--- config.mk ---
export PLATFORM = sky130hd
export DESIGN_NAME = fb_write_sequencer_flat
export DESIGN_NICKNAME = d
export VERILOG_FILES = /design/src/rtl/fb_write_sequencer_if.sv /design/src/rtl/fb_write_sequencer.sv /design/src/flat_wrapper.sv
export SDC_FILE = /design/constraint.sdc
export NUM_CORES = 1
export LEC_CHECK = 0
export BUFFER_PORTS_ARGS = -buffer_cell sky130_fd_sc_hd__buf_4
export CORE_MARGIN = 8
export CORE_UTILIZATION = 60
export CTS_BUF_LIST = sky130_fd_sc_hd__clkbuf_16
export CTS_CLUSTER_SIZE = 20
export DETAILED_ROUTE_END_ITERATION = 7
export GPL_ROUTABILITY_DRIVEN = 1
export GPL_TIMING_DRIVEN = 0
export PLACE_DENSITY = 0.85
export SYNTH_ARGS = -nofsm -noshare
export SYNTH_HDL_FRONTEND = slang
export SYNTH_SLANG_ARGS = --single-unit
export TNS_END_PERCENT = 50
--- constraint.sdc ---
create_clock -name wr_clk -period 7.3 [get_ports wr_clk]
set_input_delay 0.365 -clock wr_clk [delete_from_list [all_inputs] [get_ports wr_clk]]
set_output_delay 0.365 -clock wr_clk [all_outputs]
set_load 0.01 [all_outputs]
--- src/rtl/fb_write_sequencer_if.sv ---
// Framebuffer write sequencer bus: UART/frame/clear requests in, RAM write port and status out.
interface fb_write_sequencer_if #(
    parameter int FB_ADDR_WIDTH = 13
);
    logic [7:0]               rx_data;
    logic                     rx_strobe;
    logic                     frame_start;
    logic                     clear_req;
    logic [7:0]               clear_value;
    logic                     wr_enable;
    logic [FB_ADDR_WIDTH-1:0] wr_addr;
    logic [7:0]               wr_data;
    logic [7:0]               tx_data;
    logic                     tx_strobe;
    logic                     busy;
    logic                     clear_done;

    modport master (
        output rx_data, rx_strobe, frame_start, clear_req, clear_value,
        input  wr_enable, wr_addr, wr_data, tx_data, tx_strobe, busy, clear_done
    );

    modport slave (
        input  rx_data, rx_strobe, frame_start, clear_req, clear_value,
        output wr_enable, wr_addr, wr_data, tx_data, tx_strobe, busy, clear_done
    );
endinterface

--- src/rtl/fb_write_sequencer.sv ---
// Arbitrates the frame RAM write port between the UART pixel stream (strict priority) and a fill engine.
// Optional byte echo to uart_tx is built when FB_ECHO_EN is defined.
module fb_write_sequencer #(
    parameter int FB_ADDR_WIDTH = 13,
    parameter int FB_SIZE       = 6144,
    parameter int COLS          = 128,
    parameter int ROWS          = 32
) (
    input logic                 wr_clk,
    input logic                 reset,
    fb_write_sequencer_if.slave bus
);
    localparam int AW = FB_ADDR_WIDTH;
    localparam int PW = FB_ADDR_WIDTH + 1;
    localparam int XW = $clog2(COLS);
    localparam int YW = $clog2(ROWS);

    typedef enum logic {IDLE, FILL} state_t;

    state_t          state, state_n;
    logic [PW-1:0]   ptr, ptr_n, fill_ptr;
    logic [7:0]      fill_val, fill_val_n, fill_data;
    logic            fill_we, done_n;
    logic [XW-1:0]   x, x_n, cx;
    logic [YW-1:0]   y, y_n, cy;
    logic [AW-1:0]   base, uart_addr;
    logic            wr_enable, busy, clear_done;
    logic [AW-1:0]   wr_addr;
    logic [7:0]      wr_data;

    // frame_start takes effect before a same-cycle byte, so that byte lands on (0,0)
    always_comb begin
        cx  = bus.frame_start ? '0 : x;
        cy  = bus.frame_start ? '0 : y;
        x_n = cx;
        y_n = cy;
        if (bus.rx_strobe) begin
            if (cy == YW'(ROWS - 1)) begin
                y_n = '0;
                x_n = (cx == XW'(COLS - 1)) ? '0 : cx + 1'b1;
            end else begin
                y_n = cy + 1'b1;
            end
        end
        // Panel scramble: 16 column groups of 384 bytes, 8 sub-blocks of 48; stream skips rows 0..15
        base      = AW'(cx[3:0]) * AW'(384) + AW'(cx[6:4]) * AW'(48);
        uart_addr = cy[4] ? base + AW'(cy) : base + AW'(cy) + AW'(32);
    end

    always_comb begin
        state_n    = state;
        ptr_n      = ptr;
        fill_val_n = fill_val;
        fill_ptr   = ptr;
        fill_data  = fill_val;
        done_n     = 1'b0;
        if (bus.clear_req) begin
            state_n    = FILL;
            fill_val_n = bus.clear_value;
            ptr_n      = '0;
            fill_ptr   = '0;
            fill_data  = bus.clear_value;
        end else if (state == FILL && ptr == PW'(FB_SIZE)) begin
            state_n = IDLE;
            done_n  = 1'b1;
        end
        // A colliding UART byte steals the slot; the pointer simply holds
        fill_we = (state_n == FILL) && !bus.rx_strobe;
        if (fill_we) ptr_n = fill_ptr + 1'b1;
    end

    always_ff @(posedge wr_clk) begin
        if (reset) begin
            state      <= IDLE;
            ptr        <= '0;
            fill_val   <= '0;
            x          <= '0;
            y          <= '0;
            wr_enable  <= 1'b0;
            wr_addr    <= '0;
            wr_data    <= '0;
            busy       <= 1'b0;
            clear_done <= 1'b0;
        end else begin
            state      <= state_n;
            ptr        <= ptr_n;
            fill_val   <= fill_val_n;
            x          <= x_n;
            y          <= y_n;
            wr_enable  <= bus.rx_strobe | fill_we;
            wr_addr    <= bus.rx_strobe ? uart_addr : fill_ptr[AW-1:0];
            wr_data    <= bus.rx_strobe ? bus.rx_data : fill_data;
            busy       <= (state_n == FILL);
            clear_done <= done_n;
        end
    end

    assign bus.wr_enable  = wr_enable;
    assign bus.wr_addr    = wr_addr;
    assign bus.wr_data    = wr_data;
    assign bus.busy       = busy;
    assign bus.clear_done = clear_done;

`ifdef FB_ECHO_EN
    logic [7:0] tx_data;
    logic       tx_strobe;

    always_ff @(posedge wr_clk) begin
        if (reset) begin
            tx_data   <= '0;
            tx_strobe <= 1'b0;
        end else begin
            tx_strobe <= bus.rx_strobe;
            if (bus.rx_strobe) tx_data <= bus.rx_data;
        end
    end

    assign bus.tx_data   = tx_data;
    assign bus.tx_strobe = tx_strobe;
`else
    assign bus.tx_data   = '0;
    assign bus.tx_strobe = 1'b0;
`endif
endmodule

--- src/flat_wrapper.sv ---
// flat-port wrapper written by rule: the top's interface ports become plain ports
module fb_write_sequencer_flat 
#(
    parameter int FB_ADDR_WIDTH = 13,
    parameter int FB_SIZE       = 6144,
    parameter int COLS          = 128,
    parameter int ROWS          = 32
)
  (wr_clk, reset, bus_rx_data, bus_rx_strobe, bus_frame_start, bus_clear_req, bus_clear_value, bus_wr_enable, bus_wr_addr, bus_wr_data, bus_tx_data, bus_tx_strobe, bus_busy, bus_clear_done);
  fb_write_sequencer_if #(.FB_ADDR_WIDTH(FB_ADDR_WIDTH)) bus_i ();
  input logic wr_clk;
  input logic reset;
  input wire logic [$bits(bus_i.rx_data)-1:0] bus_rx_data;
  input wire logic [$bits(bus_i.rx_strobe)-1:0] bus_rx_strobe;
  input wire logic [$bits(bus_i.frame_start)-1:0] bus_frame_start;
  input wire logic [$bits(bus_i.clear_req)-1:0] bus_clear_req;
  input wire logic [$bits(bus_i.clear_value)-1:0] bus_clear_value;
  output wire logic [$bits(bus_i.wr_enable)-1:0] bus_wr_enable;
  output wire logic [$bits(bus_i.wr_addr)-1:0] bus_wr_addr;
  output wire logic [$bits(bus_i.wr_data)-1:0] bus_wr_data;
  output wire logic [$bits(bus_i.tx_data)-1:0] bus_tx_data;
  output wire logic [$bits(bus_i.tx_strobe)-1:0] bus_tx_strobe;
  output wire logic [$bits(bus_i.busy)-1:0] bus_busy;
  output wire logic [$bits(bus_i.clear_done)-1:0] bus_clear_done;
  assign bus_i.rx_data = bus_rx_data;
  assign bus_i.rx_strobe = bus_rx_strobe;
  assign bus_i.frame_start = bus_frame_start;
  assign bus_i.clear_req = bus_clear_req;
  assign bus_i.clear_value = bus_clear_value;
  assign bus_wr_enable = bus_i.wr_enable;
  assign bus_wr_addr = bus_i.wr_addr;
  assign bus_wr_data = bus_i.wr_data;
  assign bus_tx_data = bus_i.tx_data;
  assign bus_tx_strobe = bus_i.tx_strobe;
  assign bus_busy = bus_i.busy;
  assign bus_clear_done = bus_i.clear_done;
  fb_write_sequencer #(.FB_ADDR_WIDTH(FB_ADDR_WIDTH), .FB_SIZE(FB_SIZE), .COLS(COLS), .ROWS(ROWS)) u_core (.wr_clk(wr_clk), .reset(reset), .bus(bus_i));
endmodule
==> out/qor.txt <==
status: finished, final reports clean
Reg2Reg Launch Point: u_core.x[5]$_SDFF_PP0_
reg-to-reg endpoint: u_core.bus.wr_addr[12]$_SDFF_PP0_
Clk Tree Root Cell: clkbuf_16
standard-cell row count: 26
IO Count: 54
Num CTS Buffers: 9
met2 Usage GRT: 35.6%
clock sinks: 58
routing usage on met1: 22.6%
Post-Syn Area per Cell: 8.83 um^2
nets@finish: 447
cells on worst reg2reg path: 12
DR vias: 2744
clk slew on worst S/H paths: 0.05 ns
Critical Path AT: 3.71 ns
Max-Cap Viols: 0
Chip Height: 87.7 um
mapped cell area: 3080 um^2
hold buffer count at CTS: 0
number of global-route vias before repair: 2706
post-CTS setup buffer count: 0
Seq cells post-synth: 58
die area: 7690 um^2
grt ovf: 0
Slew headroom: 59.5%
Final setup violation count: 0
capture point of the critical path: u_core.bus.wr_addr[12]$_SDFF_PP0_
first-pass GRT wire length: 12.4 mm
CTS resizes: 0
pin count of the biggest net entering global routing: 11
TritonCTS clock tree: done
fin crit period: 3.49 ns
startpoint types: primary input
Final GP Congestion: 0.889
DIE WIDTH: 87.7 um
Pwr per Cell Area: 207 nW/um^2
EDFF count, synth: 0
Pwr Total: 0.000790 W
grt peak-use layer: met2
Synth warnings: 0
per-cell routed wire length: 15.5 um
core area: 5040 um^2
WP data required: 7.51 ns
RSZ-0062 raised after global routing: false
# diodes: 0
H-tree levels: 3
worst slew pin tran: 0.605 ns
worst-path fanout max: 10
Crit. End Element: flip-flop
final cycle utilization of the critical path: 47.9%
1st-iter DRT viols: 179
register area: 1160 um^2
HP Class: in -> reg
Remaining DRCs: 0
Detail Placement HPWL: 5.44 mm
FFs w/ async S/R, synth: 0%
Final Skew: 0.00295 ns
Crit Path Category: in -> reg
Fill cells: 362
distinct cell type count after synthesis: 56
Final Max Slew Viols: 0
Final Hold Fails: 0
leakage: 1.65 nW
total wire length: 7.54 mm
Fmax: 286 MHz
worst vdd ir: 0.176 mV
sequential area share after synthesis: 37.7%
critical path startpoint: bus_frame_start
routing usage on met3: 6.57%
footprint of the multi-input gates: 1770 um^2
Clk Latency, worst-skew pair: 0.33 ns
post-route ant nets: 0
routed vias/inst: 5.65
TNS Setup: 0 ns
GRT Resource Usage Total: 20.7%
initial antenna violation count: 0
Syn Inst Count: 349
worst reg2reg setup slack: 3.88 ns
Port-buffer cells: 43
proportion of layout cells with a drive suffix above 1: 19.7%
Initial Util: 61.1%
Layout area overhead: 23.6%
Pre-antenna DRT Iters: 5
clock buffer depth: 2
Post-synth top flop: dfxtp_1
==> kinds of logic (layout without fill, tap and decap cells) <==
kind of cell    count (synthesis)  in the layout  synth area share [%]
mux                            17             17                  5.56
xor+xnor                       29             29                  8.49
fa+ha+maj                      15             15                  6.33
compound gates                 52             52                  12.5
simple gates                  141            141                  23.6
flops                          58             58                  37.7
buf+inv                        36             95                  5.77
other cells                     1              9                 0.122
==> worst max-delay path, stage by stage <==
cell      delay (ns)
buf_4           0.12
clkbuf_1        0.21
nor2b_1         0.33
ha_1            0.31
ha_1            0.19
nor2_1          0.04
mux2_2          0.26
ha_1            0.34
a41oi_1         0.26
o21a_2          0.19
xor2_1          0.27
nand4_1         0.23
o211a_1         0.32
o41ai_2         0.26
==> cell type report <==
cell class	count	area share, %
Timing Repair Buffer	43	8.48
Multi-Input combinational cell	263	46.6
Sequential cell	58	30.5
Tap cell	70	2.30
Clock inverter	7	1.61
Clock buffer	9	5.91
Inverter	11	1.08
Buffer	25	3.58
==> how the worst min path moves through the flow <==
stage	end	startpoint	cells after the start
floorplan	u_core.ptr[13]$_SDFF_PP0_	u_core.ptr[13]$_SDFF_PP0_	2
global placement	u_core.bus.clear_done$_SDFF_PP0_	u_core.state$_SDFF_PP0_	2
detailed placement	u_core.bus.clear_done$_SDFF_PP0_	u_core.state$_SDFF_PP0_	2
CTS	u_core.bus.wr_data[6]$_SDFF_PP0_	bus_rx_data[6]	2
global route	u_core.bus.wr_data[4]$_SDFF_PP0_	bus_rx_data[4]	2
finish	u_core.bus.wr_data[6]$_SDFF_PP0_	bus_rx_data[6]	2
==> sequential cells by signal (all words and copies together) (netlist names) <==
signal                 flops
u_core.state               1
u_core.ptr                14
u_core.bus.wr_enable       1
u_core.bus.wr_addr        13
u_core.y                   5
u_core.fill_val            8
u_core.x                   7
u_core.bus.clear_done      1
u_core.bus.wr_data         8
==> synthesized netlist by cell type (all sizes together), types with 2 or more instances <==
master  number  area (um^2)
a211oi       2         20.0
a21o         4         30.0
a21oi       17         88.8
a31oi        3         18.8
a32oi        2         17.5
and2         3         21.3
and3         5         31.3
buf         16          103
clkbuf       9         33.8
dfxtp       58         1160
ha          14          175
inv         11         41.3
mux2i       16          160
nand2       19         71.3
nand2b       4         25.0
nand3       14         70.1
nand3b       5         37.5
nand4        7         43.8
nor2        50          188
nor2b       13         81.3
nor3         7         40.0
nor4         6         37.5
nor4b        3         47.5
o211a        2         20.0
o21a         2         16.3
o21ai        2         10.0
o21bai       2         15.0
o22a         8         70.1
o41ai        2         25.0
or3          3         18.8
xnor2       18          158
xor2        11          104
==> power by group <==
group | internal, W | switching, W | leakage, nW
sequential | 0.000326 | 0.00000302 | 0.473
combinational | 0.0000266 | 0.0000320 | 1.04
clock | 0.000259 | 0.000143 | 0.138
total | 0.000612 | 0.000178 | 1.65
==> cells in the final DEF, fill, tap and decap left out, types with 3 or more instances in the layout <==
master,n
a21oi_1,16
buf_2,4
nor2b_1,13
nor2_1,50
dfxtp_1,58
a31oi_1,3
o22a_1,8
nand2b_1,4
mux2i_1,16
clkbuf_16,9
or3_1,3
conb_1,9
and3_1,5
nand3b_1,5
nand3_1,14
inv_1,11
buf_4,53
a21o_1,4
xor2_1,10
nand2_1,19
ha_1,14
nor4_1,6
xnor2_1,18
clkbuf_1,9
nand4_1,7
nor3_1,6
==> metrics by stage <==
step / util (%) / area [um^2] / worst slack [ns] / hold WS [ns] / cells
final: 75.5 / 3810 / 3.81 / 0.252 / 486
after CTS: 75.5 / 3810 / 3.86 / 0.246 / 486
after global placement: 69.9 / 3520 / 3.66 / 0.442 / 470
after floorplan: - / 3110 / 4.16 / 0.447 / 357
after detailed placement: 69.9 / 3520 / 3.56 / 0.439 / 470
after global routing: 75.5 / 3810 / 3.60 / 0.256 / 486
==> metal layers <==
metal  part of all wire, %  up-vias
met5                     0        -
met4                   1.8        0
met3                   7.2       18
met2                    49       92
met1                    42     1308
li1                      -     1326
No activity file was read; power rests on OpenSTA's default activity.
